$ cat config.mk
export PLATFORM = sky130hd
export DESIGN_NAME = pipeline_hazard_ctrl_flat
export DESIGN_NICKNAME = d
export VERILOG_FILES = /design/src/rtl/pipeline_hazard_ctrl_pkg.sv /design/src/rtl/pipeline_hazard_ctrl_if.sv /design/src/rtl/pipeline_hazard_ctrl_fwd_unit.sv /design/src/rtl/pipeline_hazard_ctrl.sv /design/src/flat_wrapper.sv
export SDC_FILE = /design/constraint.sdc
export NUM_CORES = 1
export LEC_CHECK = 0
export ABC_AREA = 0
export CORE_MARGIN = 5
export CORE_UTILIZATION = 30
export CTS_CLUSTER_SIZE = 30
export DETAILED_ROUTE_END_ITERATION = 6
export REMOVE_ABC_BUFFERS = 1
export SYNTH_ARGS = -nofsm -noshare
export SYNTH_HDL_FRONTEND = slang
export SYNTH_SLANG_ARGS = --single-unit
$ cat constraint.sdc
create_clock -name clk -period 2.06 [get_ports clk]
set_input_delay 0.412 -clock clk [delete_from_list [all_inputs] [get_ports clk]]
set_output_delay 0.412 -clock clk [all_outputs]
set_load 0.005 [all_outputs]
$ cat src/rtl/pipeline_hazard_ctrl_pkg.sv
// Shared types and constants for the pipeline hazard / trap sequencing controller.
package pipeline_hazard_ctrl_pkg;

    localparam int unsigned REG_W   = 5;
    localparam int unsigned CAUSE_W = 4;

    typedef enum logic [1:0] {
        ST_RUN        = 2'd0,
        ST_MEM_WAIT   = 2'd1,
        ST_TRAP_DRAIN = 2'd2,
        ST_REDIRECT   = 2'd3
    } state_t;

    typedef enum logic [1:0] {
        FWD_RF  = 2'b00,
        FWD_MEM = 2'b01,
        FWD_WB  = 2'b10
    } fwd_sel_t;

    typedef enum logic [1:0] {
        PC_PLUS4  = 2'b00,
        PC_BRANCH = 2'b01,
        PC_MTVEC  = 2'b10,
        PC_MEPC   = 2'b11
    } pc_sel_t;

    localparam logic [CAUSE_W-1:0] CAUSE_ILLEGAL     = 4'd2;
    localparam logic [CAUSE_W-1:0] CAUSE_BREAK       = 4'd3;
    localparam logic [CAUSE_W-1:0] CAUSE_LOAD_FAULT  = 4'd5;
    localparam logic [CAUSE_W-1:0] CAUSE_STORE_FAULT = 4'd7;
    localparam logic [CAUSE_W-1:0] CAUSE_ECALL_M     = 4'd11;

    // ecall outranks ebreak outranks illegal when several fire together
    function automatic logic [CAUSE_W-1:0] sys_cause(input logic ecall, input logic ebreak);
        if (ecall)       return CAUSE_ECALL_M;
        else if (ebreak) return CAUSE_BREAK;
        else             return CAUSE_ILLEGAL;
    endfunction

endpackage

$ cat src/rtl/pipeline_hazard_ctrl_if.sv
// Pipeline-side bundle: stage register fields in, stall/flush/redirect controls out.
interface pipeline_hazard_ctrl_if;
    import pipeline_hazard_ctrl_pkg::*;

    logic [REG_W-1:0]   id_rs1, id_rs2;
    logic               id_use_rs1, id_use_rs2;
    logic [REG_W-1:0]   ex_rd, mem_rd, wb_rd;
    logic               ex_wb, ex_L, mem_wb, wb_wb;
    logic               ex_branch_taken, ex_ecall, ex_ebreak, ex_illegal, ex_mret;
    logic               mem_req, mem_is_store, mem_ready;
    logic [1:0]         fwd_a, fwd_b, pc_sel;
    logic               stall_pc, stall_if_id, stall_id_ex, stall_ex_mem;
    logic               flush_if_id, flush_id_ex, flush_ex_mem, flush_mem_wb;
    logic               trap_commit, mret_commit, mem_abort;
    logic [CAUSE_W-1:0] trap_cause;

    modport master (
        output id_rs1, id_rs2, id_use_rs1, id_use_rs2, ex_rd, ex_wb, ex_L,
               mem_rd, mem_wb, wb_rd, wb_wb, ex_branch_taken, ex_ecall, ex_ebreak,
               ex_illegal, ex_mret, mem_req, mem_is_store, mem_ready,
        input  fwd_a, fwd_b, pc_sel, stall_pc, stall_if_id, stall_id_ex, stall_ex_mem,
               flush_if_id, flush_id_ex, flush_ex_mem, flush_mem_wb,
               trap_commit, mret_commit, trap_cause, mem_abort
    );

    modport slave (
        input  id_rs1, id_rs2, id_use_rs1, id_use_rs2, ex_rd, ex_wb, ex_L,
               mem_rd, mem_wb, wb_rd, wb_wb, ex_branch_taken, ex_ecall, ex_ebreak,
               ex_illegal, ex_mret, mem_req, mem_is_store, mem_ready,
        output fwd_a, fwd_b, pc_sel, stall_pc, stall_if_id, stall_id_ex, stall_ex_mem,
               flush_if_id, flush_id_ex, flush_ex_mem, flush_mem_wb,
               trap_commit, mret_commit, trap_cause, mem_abort
    );

endinterface

$ cat src/rtl/pipeline_hazard_ctrl_fwd_unit.sv
// Operand bypass select for one ID source register; MEM result outranks WB, x0 never forwards.
module pipeline_hazard_ctrl_fwd_unit
    import pipeline_hazard_ctrl_pkg::*;
(
    input  logic [REG_W-1:0] rs_i,
    input  logic [REG_W-1:0] mem_rd_i,
    input  logic             mem_wb_i,
    input  logic [REG_W-1:0] wb_rd_i,
    input  logic             wb_wb_i,
    output logic [1:0]       sel_o
);

    always_comb begin
        sel_o = FWD_RF;
        if (mem_wb_i && (mem_rd_i != '0) && (mem_rd_i == rs_i)) begin
            sel_o = FWD_MEM;
        end else if (wb_wb_i && (wb_rd_i != '0) && (wb_rd_i == rs_i)) begin
            sel_o = FWD_WB;
        end
    end

endmodule

$ cat src/rtl/pipeline_hazard_ctrl.sv
// Hazard, flush and trap sequencing controller for the 5-stage RV32I pipeline.
module pipeline_hazard_ctrl
    import pipeline_hazard_ctrl_pkg::*;
#(
    parameter int unsigned MEM_TIMEOUT       = 16,
    parameter int unsigned TRAP_DRAIN_CYCLES = 2
) (
    input  logic                 clk,
    input  logic                 rst_n,
    pipeline_hazard_ctrl_if.slave hz
);

    localparam int unsigned WAIT_W  = $clog2(MEM_TIMEOUT + 1);
    localparam int unsigned DRAIN_W = $clog2(TRAP_DRAIN_CYCLES + 2);

    state_t               state_q, state_d;
    logic [WAIT_W-1:0]    wait_q, wait_d;
    logic [DRAIN_W-1:0]   drain_q, drain_d;
    logic [CAUSE_W-1:0]   cause_q, cause_d;
    logic                 is_mret_q, is_mret_d;

    logic                 bus_stall, trap_evt, sys_evt, load_use;
    logic [1:0]           pc_sel;
    logic                 stall_pc, stall_if_id, stall_id_ex, stall_ex_mem;
    logic                 flush_if_id, flush_id_ex, flush_ex_mem, flush_mem_wb;
    logic                 trap_commit, mret_commit, mem_abort;
    logic [CAUSE_W-1:0]   trap_cause;

    pipeline_hazard_ctrl_fwd_unit u_fwd_a (
        .rs_i(hz.id_rs1), .mem_rd_i(hz.mem_rd), .mem_wb_i(hz.mem_wb),
        .wb_rd_i(hz.wb_rd), .wb_wb_i(hz.wb_wb), .sel_o(hz.fwd_a)
    );
    pipeline_hazard_ctrl_fwd_unit u_fwd_b (
        .rs_i(hz.id_rs2), .mem_rd_i(hz.mem_rd), .mem_wb_i(hz.mem_wb),
        .wb_rd_i(hz.wb_rd), .wb_wb_i(hz.wb_wb), .sel_o(hz.fwd_b)
    );

    assign bus_stall = hz.mem_req & ~hz.mem_ready;
    assign trap_evt  = hz.ex_ecall | hz.ex_ebreak | hz.ex_illegal;
    assign sys_evt   = trap_evt | hz.ex_mret;
    assign load_use  = hz.ex_L & hz.ex_wb & (hz.ex_rd != '0) &
                       ((hz.id_use_rs1 & (hz.id_rs1 == hz.ex_rd)) |
                        (hz.id_use_rs2 & (hz.id_rs2 == hz.ex_rd)));

    always_ff @(posedge clk or negedge rst_n) begin
        if (!rst_n) begin
            state_q   <= ST_RUN;
            wait_q    <= '0;
            drain_q   <= '0;
            cause_q   <= '0;
            is_mret_q <= 1'b0;
        end else begin
            state_q   <= state_d;
            wait_q    <= wait_d;
            drain_q   <= drain_d;
            cause_q   <= cause_d;
            is_mret_q <= is_mret_d;
        end
    end

    always_comb begin
        state_d      = state_q;
        wait_d       = wait_q;
        drain_d      = drain_q;
        cause_d      = cause_q;
        is_mret_d    = is_mret_q;
        pc_sel       = PC_PLUS4;
        stall_pc     = 1'b0;
        stall_if_id  = 1'b0;
        stall_id_ex  = 1'b0;
        stall_ex_mem = 1'b0;
        flush_if_id  = 1'b0;
        flush_id_ex  = 1'b0;
        flush_ex_mem = 1'b0;
        flush_mem_wb = 1'b0;
        trap_commit  = 1'b0;
        mret_commit  = 1'b0;
        mem_abort    = 1'b0;
        trap_cause   = '0;

        unique case (state_q)
            ST_RUN: begin
                if (sys_evt && !bus_stall) begin
                    stall_pc     = 1'b1;
                    flush_if_id  = 1'b1;
                    flush_id_ex  = 1'b1;
                    flush_ex_mem = 1'b1;
                    cause_d      = trap_evt ? sys_cause(hz.ex_ecall, hz.ex_ebreak) : cause_q;
                    is_mret_d    = ~trap_evt;
                    drain_d      = DRAIN_W'(TRAP_DRAIN_CYCLES);
                    state_d      = ST_TRAP_DRAIN;
                end else if (bus_stall) begin
                    wait_d  = WAIT_W'(1);
                    state_d = ST_MEM_WAIT;
                end else if (hz.ex_branch_taken) begin
                    // a taken branch also squashes any load-use bubble on the wrong path
                    pc_sel      = PC_BRANCH;
                    flush_if_id = 1'b1;
                    flush_id_ex = 1'b1;
                end else if (load_use) begin
                    stall_pc    = 1'b1;
                    stall_if_id = 1'b1;
                    flush_id_ex = 1'b1;
                end
            end
            ST_MEM_WAIT: begin
                if (hz.mem_ready) begin
                    wait_d  = '0;
                    state_d = ST_RUN;
                end else if (wait_q == WAIT_W'(MEM_TIMEOUT - 1)) begin
                    mem_abort    = 1'b1;
                    flush_if_id  = 1'b1;
                    flush_id_ex  = 1'b1;
                    flush_ex_mem = 1'b1;
                    flush_mem_wb = 1'b1;
                    cause_d      = hz.mem_is_store ? CAUSE_STORE_FAULT : CAUSE_LOAD_FAULT;
                    is_mret_d    = 1'b0;
                    wait_d       = '0;
                    drain_d      = DRAIN_W'(TRAP_DRAIN_CYCLES);
                    state_d      = ST_TRAP_DRAIN;
                end else begin
                    wait_d = wait_q + WAIT_W'(1);
                end
            end
            ST_TRAP_DRAIN: begin
                stall_pc    = 1'b1;
                flush_if_id = 1'b1;
                if (!bus_stall) begin
                    if (drain_q <= DRAIN_W'(1)) begin
                        drain_d = '0;
                        state_d = ST_REDIRECT;
                    end else begin
                        drain_d = drain_q - DRAIN_W'(1);
                    end
                end
            end
            ST_REDIRECT: begin
                pc_sel      = is_mret_q ? PC_MEPC : PC_MTVEC;
                trap_commit = ~is_mret_q;
                mret_commit = is_mret_q;
                trap_cause  = is_mret_q ? '0 : cause_q;
                flush_if_id = 1'b1;
                flush_id_ex = 1'b1;
                state_d     = ST_RUN;
            end
            default: state_d = ST_RUN;
        endcase

        // an outstanding bus access freezes the front of the pipe in every state
        if (bus_stall) begin
            stall_pc     = 1'b1;
            stall_if_id  = 1'b1;
            stall_id_ex  = 1'b1;
            stall_ex_mem = 1'b1;
            flush_mem_wb = 1'b1;
        end
    end

    assign hz.pc_sel       = pc_sel;
    assign hz.stall_pc     = stall_pc;
    assign hz.stall_if_id  = stall_if_id;
    assign hz.stall_id_ex  = stall_id_ex;
    assign hz.stall_ex_mem = stall_ex_mem;
    assign hz.flush_if_id  = flush_if_id;
    assign hz.flush_id_ex  = flush_id_ex;
    assign hz.flush_ex_mem = flush_ex_mem;
    assign hz.flush_mem_wb = flush_mem_wb;
    assign hz.trap_commit  = trap_commit;
    assign hz.mret_commit  = mret_commit;
    assign hz.mem_abort    = mem_abort;
    assign hz.trap_cause   = trap_cause;

endmodule

$ cat src/flat_wrapper.sv
// flat-port wrapper written by rule: the top's interface ports become plain ports
module pipeline_hazard_ctrl_flat import pipeline_hazard_ctrl_pkg::*;
#(
    parameter int unsigned MEM_TIMEOUT       = 16,
    parameter int unsigned TRAP_DRAIN_CYCLES = 2
)
  (clk, rst_n, hz_id_rs1, hz_id_rs2, hz_id_use_rs1, hz_id_use_rs2, hz_ex_rd, hz_ex_wb, hz_ex_L, hz_mem_rd, hz_mem_wb, hz_wb_rd, hz_wb_wb, hz_ex_branch_taken, hz_ex_ecall, hz_ex_ebreak, hz_ex_illegal, hz_ex_mret, hz_mem_req, hz_mem_is_store, hz_mem_ready, hz_fwd_a, hz_fwd_b, hz_pc_sel, hz_stall_pc, hz_stall_if_id, hz_stall_id_ex, hz_stall_ex_mem, hz_flush_if_id, hz_flush_id_ex, hz_flush_ex_mem, hz_flush_mem_wb, hz_trap_commit, hz_mret_commit, hz_trap_cause, hz_mem_abort);
  pipeline_hazard_ctrl_if hz_i ();
  input  logic clk;
  input  logic rst_n;
  input wire logic [$bits(hz_i.id_rs1)-1:0] hz_id_rs1;
  input wire logic [$bits(hz_i.id_rs2)-1:0] hz_id_rs2;
  input wire logic [$bits(hz_i.id_use_rs1)-1:0] hz_id_use_rs1;
  input wire logic [$bits(hz_i.id_use_rs2)-1:0] hz_id_use_rs2;
  input wire logic [$bits(hz_i.ex_rd)-1:0] hz_ex_rd;
  input wire logic [$bits(hz_i.ex_wb)-1:0] hz_ex_wb;
  input wire logic [$bits(hz_i.ex_L)-1:0] hz_ex_L;
  input wire logic [$bits(hz_i.mem_rd)-1:0] hz_mem_rd;
  input wire logic [$bits(hz_i.mem_wb)-1:0] hz_mem_wb;
  input wire logic [$bits(hz_i.wb_rd)-1:0] hz_wb_rd;
  input wire logic [$bits(hz_i.wb_wb)-1:0] hz_wb_wb;
  input wire logic [$bits(hz_i.ex_branch_taken)-1:0] hz_ex_branch_taken;
  input wire logic [$bits(hz_i.ex_ecall)-1:0] hz_ex_ecall;
  input wire logic [$bits(hz_i.ex_ebreak)-1:0] hz_ex_ebreak;
  input wire logic [$bits(hz_i.ex_illegal)-1:0] hz_ex_illegal;
  input wire logic [$bits(hz_i.ex_mret)-1:0] hz_ex_mret;
  input wire logic [$bits(hz_i.mem_req)-1:0] hz_mem_req;
  input wire logic [$bits(hz_i.mem_is_store)-1:0] hz_mem_is_store;
  input wire logic [$bits(hz_i.mem_ready)-1:0] hz_mem_ready;
  output wire logic [$bits(hz_i.fwd_a)-1:0] hz_fwd_a;
  output wire logic [$bits(hz_i.fwd_b)-1:0] hz_fwd_b;
  output wire logic [$bits(hz_i.pc_sel)-1:0] hz_pc_sel;
  output wire logic [$bits(hz_i.stall_pc)-1:0] hz_stall_pc;
  output wire logic [$bits(hz_i.stall_if_id)-1:0] hz_stall_if_id;
  output wire logic [$bits(hz_i.stall_id_ex)-1:0] hz_stall_id_ex;
  output wire logic [$bits(hz_i.stall_ex_mem)-1:0] hz_stall_ex_mem;
  output wire logic [$bits(hz_i.flush_if_id)-1:0] hz_flush_if_id;
  output wire logic [$bits(hz_i.flush_id_ex)-1:0] hz_flush_id_ex;
  output wire logic [$bits(hz_i.flush_ex_mem)-1:0] hz_flush_ex_mem;
  output wire logic [$bits(hz_i.flush_mem_wb)-1:0] hz_flush_mem_wb;
  output wire logic [$bits(hz_i.trap_commit)-1:0] hz_trap_commit;
  output wire logic [$bits(hz_i.mret_commit)-1:0] hz_mret_commit;
  output wire logic [$bits(hz_i.trap_cause)-1:0] hz_trap_cause;
  output wire logic [$bits(hz_i.mem_abort)-1:0] hz_mem_abort;
  assign hz_i.id_rs1 = hz_id_rs1;
  assign hz_i.id_rs2 = hz_id_rs2;
  assign hz_i.id_use_rs1 = hz_id_use_rs1;
  assign hz_i.id_use_rs2 = hz_id_use_rs2;
  assign hz_i.ex_rd = hz_ex_rd;
  assign hz_i.ex_wb = hz_ex_wb;
  assign hz_i.ex_L = hz_ex_L;
  assign hz_i.mem_rd = hz_mem_rd;
  assign hz_i.mem_wb = hz_mem_wb;
  assign hz_i.wb_rd = hz_wb_rd;
  assign hz_i.wb_wb = hz_wb_wb;
  assign hz_i.ex_branch_taken = hz_ex_branch_taken;
  assign hz_i.ex_ecall = hz_ex_ecall;
  assign hz_i.ex_ebreak = hz_ex_ebreak;
  assign hz_i.ex_illegal = hz_ex_illegal;
  assign hz_i.ex_mret = hz_ex_mret;
  assign hz_i.mem_req = hz_mem_req;
  assign hz_i.mem_is_store = hz_mem_is_store;
  assign hz_i.mem_ready = hz_mem_ready;
  assign hz_fwd_a = hz_i.fwd_a;
  assign hz_fwd_b = hz_i.fwd_b;
  assign hz_pc_sel = hz_i.pc_sel;
  assign hz_stall_pc = hz_i.stall_pc;
  assign hz_stall_if_id = hz_i.stall_if_id;
  assign hz_stall_id_ex = hz_i.stall_id_ex;
  assign hz_stall_ex_mem = hz_i.stall_ex_mem;
  assign hz_flush_if_id = hz_i.flush_if_id;
  assign hz_flush_id_ex = hz_i.flush_id_ex;
  assign hz_flush_ex_mem = hz_i.flush_ex_mem;
  assign hz_flush_mem_wb = hz_i.flush_mem_wb;
  assign hz_trap_commit = hz_i.trap_commit;
  assign hz_mret_commit = hz_i.mret_commit;
  assign hz_trap_cause = hz_i.trap_cause;
  assign hz_mem_abort = hz_i.mem_abort;
  pipeline_hazard_ctrl #(.MEM_TIMEOUT(MEM_TIMEOUT), .TRAP_DRAIN_CYCLES(TRAP_DRAIN_CYCLES)) u_core (.clk(clk), .rst_n(rst_n), .hz(hz_i));
endmodule
==> flow_metrics.py, run 1 <==
metrics = {
    "run_status": {
        "status": "complete, but fails checks",
        "violations": "negative setup slack",
    },
    "power": {
        "switching_power_mw": 1.01,
        "total_power_mw": 2.53,
        "p_per_area_nw_per_um2": 893,
        "leakage_nw": 1.27,
        "p_int_mw": 1.52,
        "peakVddDrop_mv": 0.350,
        "clkPwrFrac": 0.109,
        "p_sw_frac": 0.400,
        "seqPwrFrac": 0.175,
        "pwr-share-comb": 0.716,
    },
    "floorplan": {
        "ios": 62,
        "initial_core_util": 0.309,
        "die_w_um": 79.8,
        "rows": 25,
        "coreArea_um2": 4720,
        "dieArea_um2": 6360,
        "die_h_um": 79.8,
    },
    "worst_setup_path": {
        "worstSetupStartpointType": "input pin",
        "slowest_delay_ns": 0.53,
        "cp_cell_sequence": "buf_6 -> buf_6 -> xor2_1 -> or4_4 -> nor4_4 -> buf_2",
        "setup.worst_path.class": "in -> out",
        "cp_common_cell": "buf_6",
        "cp.required_ns": 1.65,
        "crit_family": "simple AND/OR/NAND/NOR gates",
        "cp_max_fo": 2,
        "path_buf_inv": 3,
        "r2r_end": "u_core.cause_q[1]$_DFFE_PN0P_",
        "critPathCaptureType": "output port",
        "r2r_slack_ns": 0.09,
        "slowest_stage": "or4_4",
        "arrival_ns": 1.69,
        "r2r-start": "u_core.wait_q[0]$_DFFE_PN0P_",
        "reg2reg_depth": 8,
    },
    "grt": {
        "grt_overflow": 0,
        "grt_max_degree": 15,
        "grt_pass1_vias": 1849,
        "grt_usage": 0.171,
        "grt_pass1_wl_um": 8490,
        "antenna_found_initial": 0,
    },
    "synth": {
        "synth.avg_cell_area_um2": 8.96,
        "ys_async_sr_fraction": 1.00,
        "synthCells": 163,
        "synthSimpleGateAreaFrac": 0.241,
        "ys_seq_area_frac": 0.240,
        "synth_cell_types": 52,
        "synth-adder-area-share": 0.0428,
        "dominantRegCellSynth": "dfrtp_1",
        "synth_compound_area_frac": 0.209,
        "ys_warn_count": 0,
        "synth_top_family_by_area": "simple AND/OR/NAND/NOR gates",
        "synth_xor_area_frac": 0.180,
        "syn_area_um2": 1460,
        "ys_ff_latch": 14,
        "synth_edf_count": 0,
        "synth_mux_area_frac": 0.0428,
    },
    "hold_path": {
        "min-delay-start": "u_core.cause_q[2]$_DFFE_PN0P_",
        "hp-class": "reg -> reg",
        "whs_endpoint": "u_core.cause_q[2]$_DFFE_PN0P_",
        "whs_path_depth": 1,
    },
    "routing": {
        "wire_per_inst_um": 14.7,
        "drt_iter0_drc": 80,
        "routed_via_density": 4.87,
        "route.detailed.drc": 0,
        "dr.pass1.iters": 4,
        "drt.antenna.violating_nets": 0,
        "wl_um": 5220,
        "vias": 1723,
    },
    "layout": {
        "post-route-util": 0.599,
        "fillers": 433,
        "nNetsFinal": 334,
        "syn2layout_area_growth_pct": 93.8,
        "layout-drive-gt1-share": 0.509,
        "n_antenna_cell": 0,
    },
    "sta": {
        "report.final.slew_viol_count": 0,
        "finalCritPeriodShare": 1.02,
        "rsz0062_at_grt": "true",
        "tightestPinTransition_ns": 0.684,
        "hold_viol": 0,
        "fin_crit_ns": 2.11,
        "slew_headroom": 0.543,
        "clock.fmax_ghz": 0.475,
        "fin_ws_ns": -0.0462,
        "setup_viol": 3,
        "hold_ws_ns": 0.508,
        "fin_skew_ns": 0.00281,
    },
    "clock_tree": {
        "clock-sinks": 14,
        "root_buffer": "clkbuf_8",
        "hold_buffers": 0,
        "cts_buffer_depth": 2,
        "htreeDepth": 1,
        "clk_latency_ns": 0.25,
        "numCtsBuffers": 3,
        "clk_pin_slew_ns": 0.06,
        "cts_tree": "built",
    },
    "flow_run": {
        "cap_violations": 0,
    },
    "placed_design": {
        "place_congestion": 0.854,
        "hpwl_um": 4080,
        "io_buffers": 61,
    },
}
## layer usage
metal | vias to the layer above | GRT usage | part of all wire
li1 | 844 | - | -
met1 | 813 | 0.195 | 0.41
met2 | 60 | 0.306 | 0.49
met3 | 6 | 0.0463 | 0.081
met4 | 0 | 0.0591 | 0.016
met5 | - | 0 | 0
## layout make-up
class	count	area (um^2)	share of cell area
Multi-Input combinational cell	134	1270	0.450
Clock buffer	4	55.1	0.0195
Inverter	9	36.3	0.0128
Timing Repair Buffer	126	1030	0.364
Tap cell	67	83.8	0.0296
Sequential cell	14	350	0.124
## cells in the mapped netlist (4+ instances only)
cell type / number / area (um^2)
o31ai_1: 4 / 30.0
nand3_1: 4 / 20.0
or4_1: 4 / 30.0
a21oi_1: 4 / 20.0
dfrtp_1: 14 / 350
nor4_1: 5 / 31.3
nor2_1: 6 / 22.5
and2_1: 5 / 31.3
inv_1: 8 / 30.0
xor2_1: 22 / 193
nand2b_1: 5 / 31.3
nand2_1: 4 / 15.0
ha_1: 5 / 62.6
o21ai_0: 7 / 35.0
xnor2_1: 8 / 70.1
## what timing repair did
action	4_1_cts	5_1_grt
pin swaps	25	19
gates resized for setup	197	32
buffers inserted	8	5
cloned	0	0
endpoints found under the setup margin	20	20
## worst max-delay path by stage
stage	start	endpoint	slack [ns]	depth (start not counted)
3_3_place_gp	hz_id_rs1[3]	hz_stall_pc	-0.80	6
2_1_floorplan	u_core.state_q[0]$_DFFE_PN0P_	hz_flush_id_ex	0.03	6
6_report	hz_wb_rd[3]	hz_fwd_b[1]	-0.05	6
5_1_grt	hz_id_rs1[3]	hz_stall_pc	-0.11	7
3_5_place_dp	hz_id_rs2[0]	hz_stall_pc	-0.83	6
4_1_cts	hz_ex_rd[1]	hz_stall_pc	-0.12	7
## flip-flops by register name, indices dropped and copies added (netlist names)
name and count:
u_core.is_mret_q 1, u_core.state_q 2, u_core.cause_q 4, u_core.wait_q 5, u_core.drain_q 2
## power groups by stage
stage / Clock (mW) / Combinational, mW / Sequential [mW]
6_report: 0.276 / 1.81 / 0.442
4_1_cts: 0.285 / 1.71 / 0.438
5_1_grt: 0.293 / 1.97 / 0.450
3_3_place_gp: 0 / 1.59 / 0.430
2_1_floorplan: 0 / 0.776 / 0.432
3_5_place_dp: 0 / 1.60 / 0.436
## per-stage QoR
stage / worst slack [ns] / TNS (ns) / area (um^2) / cells
final: -0.0462 / -0.0833 / 2830 / 354
after global routing: -0.114 / -0.436 / 2830 / 354
after CTS: -0.119 / -0.243 / 2740 / 353
after detailed placement: -0.833 / -9.01 / 2550 / 342
after global placement: -0.799 / -8.95 / 2550 / 342
after floorplan: 0.0323 / 0 / 1430 / 157
## cells in the final DEF (no fill, tap or decap), types with 4 or more instances in the layout
| cell | n |
|---|---|
| dlygate4sd2_1 | 11 |
| clkbuf_8 | 4 |
| nor4_4 | 4 |
| inv_1 | 6 |
| clkdlybuf4s15_1 | 5 |
| xor2_1 | 21 |
| nor2_1 | 6 |
| buf_2 | 18 |
| o21ai_0 | 6 |
| and2_1 | 4 |
| dfrtp_1 | 14 |
| buf_4 | 59 |
| ha_4 | 4 |
| nand3_1 | 4 |
| clkdlybuf4s50_1 | 9 |
| o31ai_1 | 4 |
| xnor2_1 | 8 |
| or4_4 | 4 |
| buf_6 | 17 |
## cell families (layout without fill, tap and decap cells)
family / after synthesis / in the layout
and+or+nand+nor: 53 / 53
AOI/OAI and AO/OA: 41 / 41
xor gates and xnor gates: 30 / 30
buffers and inverters: 15 / 139
DFF: 14 / 14
adders and majority gates: 5 / 5
muxes: 5 / 5
Note: power is estimated with default switching activity, not from simulation.
==> run 2: changes to the inputs <==
- GPL_TIMING_DRIVEN: not set -> 0
- MAX_ROUTING_LAYER: not set -> met4
==> run 2 against run 1 <==
The run still ends with negative setup slack left. Global-route usage down 1.8 points. Clock skew down 0.00099 ns. Sequential power up 7.2%. Critical path depth up 1. Largest cell class unchanged. Sequential share of layout area up 1.6 points. Fmax down 2.6%. Cell count down 9.9%. Core utilization down 6.4 points.
==> flow_metrics.py, run 2 (same netlist as run 1, synthesis figures left out) <==
metrics = {
    "routing": {
        "wl_um": 4820,
        "dr.pass1.iters": 5,
        "routed_via_density": 4.96,
        "drt_iter0_drc": 61,
        "vias": 1583,
        "wire_per_inst_um": 15.1,
        "route.detailed.drc": 0,
        "drt.antenna.violating_nets": 0,
    },
    "sta": {
        "hold_viol": 0,
        "fin_tns_setup_ns": -0.341,
        "tightestPinTransition_ns": 0.675,
        "slew_headroom": 0.548,
        "finalCritPeriodShare": 1.05,
        "fin_skew_ns": 0.00182,
        "setup_viol": 5,
        "fin_crit_ns": 2.16,
        "fin_ws_ns": -0.102,
        "rsz0062_at_grt": "true",
        "clock.fmax_ghz": 0.462,
        "report.final.slew_viol_count": 0,
    },
    "worst_setup_path": {
        "critPathCaptureType": "output port",
        "arrival_ns": 1.75,
        "crit_family": "buffers and inverters",
        "worstSetupStartpointType": "input pin",
        "r2r_slack_ns": 0.18,
        "cp_cell_sequence": "clkdlybuf4s15_2 -> xor2_1 -> nor4_1 -> a32oi_1 -> buf_4 -> o41ai_2 -> buf_2",
        "worstSetupPathDepth": 7,
        "setup.worst_path.class": "in -> out",
        "cp_max_fo": 3,
        "reg2reg_depth": 8,
        "slowest_delay_ns": 0.29,
        "path_buf_inv": 3,
        "slowest_stage": "nor4_1",
        "cp.required_ns": 1.65,
    },
    "clock_tree": {
        "numCtsBuffers": 3,
        "root_buffer": "clkbuf_8",
        "clk_latency_ns": 0.24,
        "clk_pin_slew_ns": 0.06,
        "htreeDepth": 1,
        "cts_buffer_depth": 2,
        "cts_tree": "built",
        "clock-sinks": 14,
    },
    "power": {
        "p_per_area_nw_per_um2": 931,
        "leakage_nw": 1.15,
        "total_power_mw": 2.35,
        "peakVddDrop_mv": 0.335,
    },
    "floorplan": {
        "rows": 25,
        "coreArea_um2": 4720,
        "initial_core_util": 0.309,
        "dieArea_um2": 6360,
        "ios": 62,
        "die_h_um": 79.8,
        "die_w_um": 79.8,
    },
    "placed_design": {
        "io_buffers": 61,
        "placed_cell_area_um2": 2120,
        "hpwl_um": 3400,
        "place_congestion": 0.839,
    },
    "flow_run": {
        "cap_violations": 0,
    },
    "layout": {
        "n_antenna_cell": 0,
        "final_common_cell": "buf_4",
        "layout_common_cells": "buf_4 (25), xor2_1 (22), buf_2 (17)",
        "layout-drive-gt1-share": 0.444,
        "final_area_um2": 2530,
        "reg.largest.list": "u_core.wait_q x5, u_core.cause_q x4",
        "nNetsFinal": 300,
        "syn2layout_area_growth_pct": 73.0,
        "largest_reg_flops": 5,
        "fillers": 441,
        "largest_register": "u_core.wait_q",
    },
    "grt": {
        "grt_pass1_vias": 1592,
        "antenna_found_initial": 0,
        "grt_pass1_wl_um": 7620,
        "grt_usage": 0.153,
        "grt_max_degree": 15,
        "grt_overflow": 0,
    },
    "run_status": {
        "status": "complete, but fails checks",
        "violations": "negative setup slack",
    },
    "hold_path": {
        "whs_path_depth": 1,
        "hp-class": "reg -> reg",
    },
}
==> run 2: cell type report <==
type / instances / area (um^2) / area share
repair buffers: 92 / 774 / 0.307
clock buffers: 3 / 41.3 / 0.0163
inverters: 9 / 41.3 / 0.0163
flip-flops and latches: 14 / 353 / 0.140
well taps: 67 / 83.8 / 0.0332
multi-input cells: 134 / 1230 / 0.488
==> run 2: what timing repair did <==
item                       in CTS  in global routing
hold buffers                    0                  0
buffers inserted               25                  6
setup endpoints to repair      24                 17
resized for setup             186                 31
pin swaps                      21                 10
==> run 2: worst paths after layout <==
check | start | to
setup / recovery | hz_id_rs2[2] | hz_stall_pc
hold / removal | u_core.cause_q[2]$_DFFE_PN0P_ | u_core.cause_q[2]$_DFFE_PN0P_
setup reg to reg | u_core.state_q[1]$_DFFE_PN0P_ | u_core.cause_q[1]$_DFFE_PN0P_
hold reg to reg | u_core.cause_q[2]$_DFFE_PN0P_ | u_core.cause_q[2]$_DFFE_PN0P_
max in group asynchronous | rst_n | u_core.state_q[0]$_DFFE_PN0P_
min in group asynchronous | rst_n | u_core.wait_q[2]$_DFFE_PN0P_
==> run 2: power breakdown <==
| group | switching, mW | total (mW) | internal (mW) |
|---|---|---|---|
| clock | 0.0926 | 0.222 | 0.129 |
| combinational | 0.766 | 1.66 | 0.890 |
| sequential | 0.0921 | 0.474 | 0.382 |
==> run 2: stage by stage <==
stage | cells | worst slack (ns) | hold WS (ns) | util
3_3_place_gp | 285 | -1.02 | 0.490 | 0.450
2_1_floorplan | 157 | 0.0323 | 0.116 | -
5_1_grt | 319 | -0.192 | 0.541 | 0.535
4_1_cts | 313 | -0.116 | 0.507 | 0.514
6_report | 319 | -0.102 | 0.504 | 0.535
3_5_place_dp | 285 | -0.993 | 0.493 | 0.450
==> run 2: layer usage <==
metal,vias up,GRT usage,wire (um)
met5,-,-,0
li1,774,-,-
met2,69,0.238,2250
met4,0,0.0456,68
met3,6,0.0237,334
met1,734,0.206,2180
